<file path="src/rtl/quad_decoder_pkg.sv">
// Shared definitions for the quadrature decoder: FSM encoding, INIT length,
// Gray-code phase constants and the transition classifier.
package quad_decoder_pkg;

  typedef enum logic {ST_INIT = 1'b0, ST_TRACK = 1'b1} state_t;

  typedef enum logic [1:0] {TR_NONE, TR_UP, TR_DOWN, TR_ILLEGAL} trans_t;

  localparam int INIT_CYCLES = 3;
  localparam int SYNC_STAGES = 2;

  // Phase state is packed as {A,B}
  localparam logic [1:0] PH_00 = 2'b00;
  localparam logic [1:0] PH_10 = 2'b10;
  localparam logic [1:0] PH_11 = 2'b11;
  localparam logic [1:0] PH_01 = 2'b01;

  function automatic logic [1:0] next_up(input logic [1:0] ph);
    logic [1:0] nxt;
    case (ph)
      PH_00:   nxt = PH_10;
      PH_10:   nxt = PH_11;
      PH_11:   nxt = PH_01;
      default: nxt = PH_00;
    endcase
    return nxt;
  endfunction

  function automatic trans_t classify(input logic [1:0] prev, input logic [1:0] cur);
    trans_t t;
    if (cur == prev)               t = TR_NONE;
    else if (cur == next_up(prev)) t = TR_UP;
    else if (prev == next_up(cur)) t = TR_DOWN;
    else                           t = TR_ILLEGAL;
    return t;
  endfunction

endpackage

</file>
<file path="src/rtl/quad_debounce.sv">
// Single-phase 2-flop synchronizer plus consecutive-sample debounce filter.
// The filter exists only when QUAD_DECODER_DEBOUNCE_EN is defined.
module quad_debounce
  import quad_decoder_pkg::*;
#(
  parameter int DEBOUNCE_CYCLES = 4
) (
  input  logic clk,
  input  logic reset,
  input  logic bypass,
  input  logic raw,
  output logic filt
);

  logic [SYNC_STAGES-1:0] sync_chain;
  logic                   sync;

  always_ff @(posedge clk) begin
    if (!reset) sync_chain <= '0;
    else        sync_chain <= {sync_chain[SYNC_STAGES-2:0], raw};
  end

  assign sync = sync_chain[SYNC_STAGES-1];

`ifdef QUAD_DECODER_DEBOUNCE_EN
  localparam int CW = $clog2(DEBOUNCE_CYCLES + 1);

  logic [CW-1:0] cnt;
  logic          filt_q;

  // While bypassed the filter tracks the synchronizer so it is aligned at TRACK entry
  always_ff @(posedge clk) begin
    if (!reset) begin
      cnt    <= '0;
      filt_q <= 1'b0;
    end else if (bypass) begin
      cnt    <= '0;
      filt_q <= sync;
    end else if (sync != filt_q) begin
      if (cnt == CW'(DEBOUNCE_CYCLES - 1)) begin
        cnt    <= '0;
        filt_q <= sync;
      end else begin
        cnt <= cnt + 1'b1;
      end
    end else begin
      cnt <= '0;
    end
  end

  assign filt = bypass ? sync : filt_q;
`else
  localparam int DEBOUNCE_UNUSED = DEBOUNCE_CYCLES;
  logic bypass_unused;
  assign bypass_unused = bypass;
  assign filt          = sync;
`endif

endmodule

</file>
<file path="src/rtl/quad_decoder.sv">
// x4 quadrature decoder: STEP/DIR pulse stream, wrapping POS count, ERR on
// double-phase jumps. Debounce filtering is enabled by QUAD_DECODER_DEBOUNCE_EN.
module quad_decoder
  import quad_decoder_pkg::*;
#(
  parameter int DEBOUNCE_CYCLES = 4,
  parameter int POS_WIDTH       = 4
) (
  input  logic                 CLK,
  input  logic                 RESET,
  input  logic                 QA,
  input  logic                 QB,
  output logic                 STEP,
  output logic                 DIR,
  output logic [POS_WIDTH-1:0] POS,
  output logic                 ERR
);

  state_t     state, state_nxt;
  logic [1:0] init_cnt;
  logic [1:0] filt;
  logic [1:0] prev;
  logic       bypass;
  trans_t     trans;

  assign bypass = (state == ST_INIT);

  quad_debounce #(.DEBOUNCE_CYCLES(DEBOUNCE_CYCLES)) u_deb_a (
    .clk(CLK), .reset(RESET), .bypass(bypass), .raw(QA), .filt(filt[1])
  );

  quad_debounce #(.DEBOUNCE_CYCLES(DEBOUNCE_CYCLES)) u_deb_b (
    .clk(CLK), .reset(RESET), .bypass(bypass), .raw(QB), .filt(filt[0])
  );

  always_ff @(posedge CLK) begin
    if (!RESET) begin
      state    <= ST_INIT;
      init_cnt <= '0;
    end else begin
      state <= state_nxt;
      if (state == ST_INIT) init_cnt <= init_cnt + 1'b1;
    end
  end

  always_comb begin
    state_nxt = state;
    if (state == ST_INIT && init_cnt == 2'(INIT_CYCLES - 1)) state_nxt = ST_TRACK;
  end

  always_comb begin
    trans = TR_NONE;
    if (state == ST_TRACK) trans = classify(prev, filt);
  end

  // prev follows the filtered phase every clock, so INIT exit leaves it aligned
  always_ff @(posedge CLK) begin
    if (!RESET) begin
      STEP <= 1'b0;
      ERR  <= 1'b0;
      DIR  <= 1'b0;
      POS  <= '0;
      prev <= PH_00;
    end else begin
      STEP <= (trans == TR_UP) || (trans == TR_DOWN);
      ERR  <= (trans == TR_ILLEGAL);
      prev <= filt;
      if (trans == TR_UP) begin
        DIR <= 1'b1;
        POS <= POS + POS_WIDTH'(1);
      end else if (trans == TR_DOWN) begin
        DIR <= 1'b0;
        POS <= POS - POS_WIDTH'(1);
      end
    end
  end

endmodule
</file>
<file path="config.mk">
export PLATFORM = sky130hd
export DESIGN_NAME = quad_decoder
export DESIGN_NICKNAME = d
export VERILOG_FILES = /design/src/rtl/quad_decoder_pkg.sv /design/src/rtl/quad_debounce.sv /design/src/rtl/quad_decoder.sv
export SDC_FILE = /design/constraint.sdc
export NUM_CORES = 1
export LEC_CHECK = 0
export BUFFER_PORTS_ARGS = -buffer_cell sky130_fd_sc_hd__clkbuf_2
export CAP_MARGIN = 20
export CORE_UTILIZATION = 35
export DETAILED_ROUTE_END_ITERATION = 7
export PLACE_DENSITY = 0.65
export REMOVE_ABC_BUFFERS = 1
export SYNTH_ARGS = -nofsm -noshare
export SYNTH_HDL_FRONTEND = slang
export SYNTH_SLANG_ARGS = --single-unit
</file>
<file path="constraint.sdc">
create_clock -name CLK -period 2.7 [get_ports CLK]
set_input_delay 0.54 -clock CLK [delete_from_list [all_inputs] [get_ports CLK]]
set_output_delay 0.54 -clock CLK [all_outputs]
set_load 0.02 [all_outputs]
</file>
Yosys cells after proc, flatten, opt, wreduce, memory -nomap -nowiden
Cells that the tools add are included.

Register bits after elaboration: 16. Bits in latches: 0. RAM bits: 0. Memory bits (read-only): 0. Output and inout port bits: 7. Word-level logic and storage cells: 44. Memories kept: 0.

$add $sub $neg: 3. Multipliers: 0. Divide/modulo/power cells: 0. Magnitude comparators: 0. Equality and inequality tests: 11. Shift-type cells: 0. Mux-type cells: 15. Bitwise logic cells: 1. Reduce and logical (&&, ||, !) cells: 5.

Operator list (number): 2-bit 2-to-1 mux (8); 2-bit == test (second input constant) (7); 2-bit one-hot mux with 3 select lines (2); 4-bit 2-to-1 mux (2); 2-bit == test (3); 4-bit by 1-bit adder with 4-bit output (second input constant) (1); 2-bit logical NOT (2); 4-bit by 1-bit subtractor with 4-bit output (second input constant) (1); 1-bit 2-to-1 mux (3); 2-bit by 1-bit adder with 2-bit output (second input constant) (1); 2-bit by 1-bit == test with 1-bit output (second input constant) (1); 2-bit nonzero test (1); 1-bit logical AND (1); 1-bit logical OR (1); 1-bit NOT (1).

Depth between registers and ports, before layout
Word-level depth: 16. Depth in mapped cells: 10.

By module
A second synthesis with hierarchy kept.

Cells, all modules: 71. Area, all modules: 733.2 µm².

Modules (own cells, without submodules): quad_decoder (instances 1, cells an instance 63, area an instance 628.1 µm²); quad_debounce (instances 2, cells an instance 4, area an instance 52.6 µm²).

Worst setup path before layout
No wires, ideal clock.

Path kind: register to register. From: register prev[0]. To: register POS[3]. Library setup time: 118 ps. Data arrival time: 1957 ps. Path slack: 625 ps. Stages on the path, launching flop included: 11. Path buffers: 0. Period minus slack after synthesis: 2075 ps. Cells stage by stage: dfxtp_1 > nor2b_1 > a21o_1 > o211ai_1 > ha_1 > inv_1 > ha_1 > a21oi_2 > a21oi_2 > a31o_1 > mux2i_1.

Word-level cells in the longest chain between the ends: 10. Elaborated cells on any way between the ends: 17. Classes of those cells: eq/ne (7); mux (8); reduce/logical (2).

RTL lines: start, declared (RTL line quad_decoder.sv:22) `logic [1:0] prev;`; start signal, assigned (RTL line quad_decoder.sv:67) `prev <= filt;`; 2-bit == test or 2-bit logical NOT (tied branches) (RTL line quad_decoder_pkg.sv:20) `case (ph)`; 2-bit one-hot mux with 3 select lines (RTL line quad_decoder_pkg.sv:20); 2-bit 2-to-1 mux (RTL line quad_decoder_pkg.sv:31) `if (cur == prev) t = TR_NONE;`; 2-bit 2-to-1 mux (RTL line quad_decoder.sv:53) `if (state == ST_TRACK) trans = classify(prev, filt);`; 2-bit == test (RTL line quad_decoder_pkg.sv:32) `else if (cur == next_up(prev)) t = TR_UP;`; 2-bit 2-to-1 mux (RTL line quad_decoder_pkg.sv:32); 2-bit 2-to-1 mux (*) (RTL line quad_decoder_pkg.sv:31); 2-bit 2-to-1 mux (*) (RTL line quad_decoder.sv:53); 2-bit by 1-bit == test with 1-bit output or 2-bit == test (tied branches) (RTL line quad_decoder.sv:68, quad_decoder.sv:71); 4-bit 2-to-1 mux or 2-bit nonzero test (tied branches); end signal, assigned (RTL line quad_decoder.sv:70) `POS <= POS + POS_WIDTH'(1);`; end signal, assigned (RTL line quad_decoder.sv:73) `POS <= POS - POS_WIDTH'(1);`; end, declared (RTL line quad_decoder.sv:15) `output logic [POS_WIDTH-1:0] POS,`.

Mark *: on every way between the ends. The rest lies on a longest branch, timed or not. The select of a mux whose other input is x is not followed. A chain may end at the register's enable or synchronous reset.

Worst setup path in the final report
Ends and elaborated chain as after synthesis.

==> run summary <==
The number of I/O port buffers works out to 10. The cell count after synthesis is 70, and the complex-gate fraction of the synthesized area is 0.116. The number of synthesized flops with an enable pin is 0, and the final routed wirelength across all metal layers is 1040 um. For the worst setup path, the data required time is 2.88 ns. The number of clock sinks was 16; the post-synthesis sequential area ratio was 0.444. The logs give 0.735 for the routability-driven placement congestion ratio and 0 ns for the sum of negative setup slack.

The run gives 4 as the number of violations reported at the end of detailed-routing iteration 0. The post-synthesis cell type with the largest combined area is dfxtp_1. The final period demand of the worst path was 2.27 ns; the via total after detailed routing was 483. In this run, distinct cell masters in the synthesized netlist total 24. The logs give 2 for the number of buffers on the longest clock path and 0.112 for the aggregate global-route resource usage.

At the pin with the least slew margin, the transition time is 0.269 ns. Measured along the x axis, the die boundary spans 47.4 um. The highest clock frequency the design can meet is 0.441 GHz.

The buffer cell driving the clock tree root was clkbuf_4. Clock skew on the completed layout was measured at 0.00267 ns. Setup repair after global routing left no endpoint under its margin.

The warning count from the yosys run is 0. The count of state elements after synthesis was 16; the fraction of layout instances using a drive strength above 1 was 0.220. In this run the standard cell core region covers 1940 um2. For this design, the CTS-stage hold fixing added 0 buffers.

After detailed routing, the number of vias per cell comes to 4.43. Across the run, the number of max-cap violations was 0. The HPWL after detailed placement is 785 um.

The worst setup path category is reg -> reg. The fraction of synthesized cell area in xor and xnor cells is 0.0365. Max-slew violation count: 0. The slowest stage of the critical path belongs to the cell dfxtp_1. The main combinational cell family by area after synthesis is simple AND/OR/NAND/NOR gates.

Dividing the detail-routed wire length by the instance count gives 9.55 um. The run gives 0 as the number of antenna violations at the first check in global routing. The flow ran to the end, and the final reports show no timing, DRC or antenna violations. Once detail routing completed, the nets flagged for antenna violations numbered 0.

The share of the clock period used by the worst path is 0.841, and the adder-cell share of the synthesized area is 0.115. The worst-case headroom to the max-slew limit was 0.821. The final routed DRC violation total was 0; the worst supply voltage drop on vdd was 0.343 mV. The largest single stage delay on the critical path is 0.40 ns.

The clock latency on the worst-skew pair came out at 0.28 ns. Among all cell types in the netlist, the one instantiated most often is dfxtp_1. Summing internal, switching and leakage power gives 0.588 mW.

The portion of synthesized cell area occupied by the leading cell type came out at 0.444. The tools report the wire length of the first global-routing pass as 1640 um. From synthesis to final layout, the design area changed by 14.6%.

For the initial standard-cell utilization of the core, the log shows 0.371. The tools report the critical path endpoint category as a flip-flop. Total inserted antenna cells: 0.

The die covers 2240 um2. The worst hold-check path type was reg -> reg. For the number of buffers added by the clock tree synthesis step, the log shows 3. The portion of netlist area occupied by mux cells is 0.0278, and the number of gates resized after cts is 0.

Data arrives at the worst endpoint at 2.45 ns. The fraction of registers with async set/reset works out to 0. In this run the vertical extent of the chip is 47.4 um. The final global-route overflow total was 0.

After clock tree synthesis, the clock-pin slew on the worst setup and hold paths is 0.09 ns. After the last flow step, the layout net total stands at 93. The final count of hold timing violations is 0, and the power per unit of standard cell area is 712 nW/um2. The number of primary I/O pins is 11, and the setup fix buffers added after clock tree synthesis is 0.

By area the synthesized netlist is led by dfxtp_1 (44%), and2_1 (9.5%), ha_1 (8.7%). The critical path launch point type was a flip-flop. Setup violations remaining at the end of the flow were counted as 0. The leakage power of the design was 0.376 nW. TritonCTS built the clock tree. For this run, the detailed router's first-pass iteration total came to 4. For the cell area after synthesis, the log shows 721 um2. Number of global-route vias before repair: 378. Entering global routing, the biggest net connects 18 pins. The area share of and/or/nand/nor cells after synthesis is 0.219, and the mean instance size in the synthesized netlist is 10.3 um2. Commonest register cell after synthesis: dfxtp_1.

The maximum level of the CTS H-tree came out at 1. After synthesis, the most frequently instantiated cells are dfxtp_1 (16), and2_1 (11), ha_1 (5). Walking the worst path, the cells encountered are nor2b_1 > a21o_1 > o211ai_1 > ha_1 > inv_1 > ha_1 > a21oi_2 > a21oi_2 > a31o_1 > mux2i_1.

The cell row count was 16; the largest fanout on the critical path was 6.
[kinds of logic (layout without fill, tap and decap cells)]
group / after synthesis / in the layout
buffers and inverters: 6 / 18
AND/OR/NAND/NOR: 26 / 26
multiplexers: 2 / 2
adder cells (fa/ha/maj): 6 / 6
flip-flops: 16 / 16
XOR/XNOR: 3 / 3
AO/OA/AOI/OAI: 11 / 11
[layer usage]
metal | wire, um | global-route usage | vias up
li1 | - | - | 254
met1 | 510 | 0.147 | 215
met2 | 474 | 0.151 | 12
met3 | 42 | 0.0231 | 2
met4 | 13 | 0.103 | 0
met5 | 0 | 0 | -
[report_power, final]
part	internal, mW	switching, mW	total, mW	leakage, nW
clock	0.0820	0.0745	0.157	0.0210
combinational	0.0703	0.0658	0.136	0.224
sequential	0.269	0.0272	0.296	0.131
[final timing paths]
kind	from	to	slack, ns	depth (start not counted)
min reg2reg	u_deb_a.sync_chain[0]	u_deb_a.sync_chain[1]	0.44	1
max reg2reg	prev[0]	POS[3]	0.43	10
max	prev[0]	POS[3]	0.43	10
min	u_deb_a.sync_chain[0]	u_deb_a.sync_chain[1]	0.44	1
[placed cells by master, fill, tap and decap left out, drive strengths merged]
master,netlist,final
clkbuf,1,14
o211ai,2,2
nand2,4,4
a21boi,1,1
o21ai,2,2
nor2,1,1
o311a,1,1
a21o,1,1
and2b,1,1
o21a,1,1
mux2i,2,2
fa,1,1
ha,5,5
a21oi,2,2
nand2b,4,4
and2,11,11
xnor2,3,3
inv,4,4
nor2b,3,3
dfxtp,16,16
nand3,2,2
a31o,1,1
[stage by stage]
step	hold WS [ns]	area (um2)	worst slack [ns]	std cells	utilization
global placement	0.414	790	0.531	105	0.407
CTS	0.442	826	0.412	109	0.425
finish	0.439	826	0.430	109	0.425
global route	0.449	826	0.238	109	0.425
floorplan	0.412	706	0.625	68	-
detailed placement	0.423	790	0.428	105	0.407
[cell type report]
class | instances | area, um2
Multi-Input combinational cell | 48 | 370
Inverter | 4 | 15.0
Clock buffer | 4 | 36.3
Timing Repair Buffer | 10 | 50.0
Fill cell | 200 | 1120
Sequential cell | 16 | 320
Tap cell | 27 | 33.8
[registers in the layout (all words and copies together) (netlist names)]
signal / count
POS: 4
ERR: 1
DIR: 1
STEP: 1
u_deb_a.sync_chain: 2
init_cnt: 2
state: 1
u_deb_b.sync_chain: 2
prev: 2
[critical path, delay by kind of cell, from the launching register on]
family / cells / cell delay (ns)
compound gates: 5 / 0.84
fa+ha+maj: 2 / 0.63
buf+inv: 1 / 0.11
flops: 1 / 0.40
mux: 1 / 0.11
simple gates: 1 / 0.08
(Power assumes the default switching activity.)
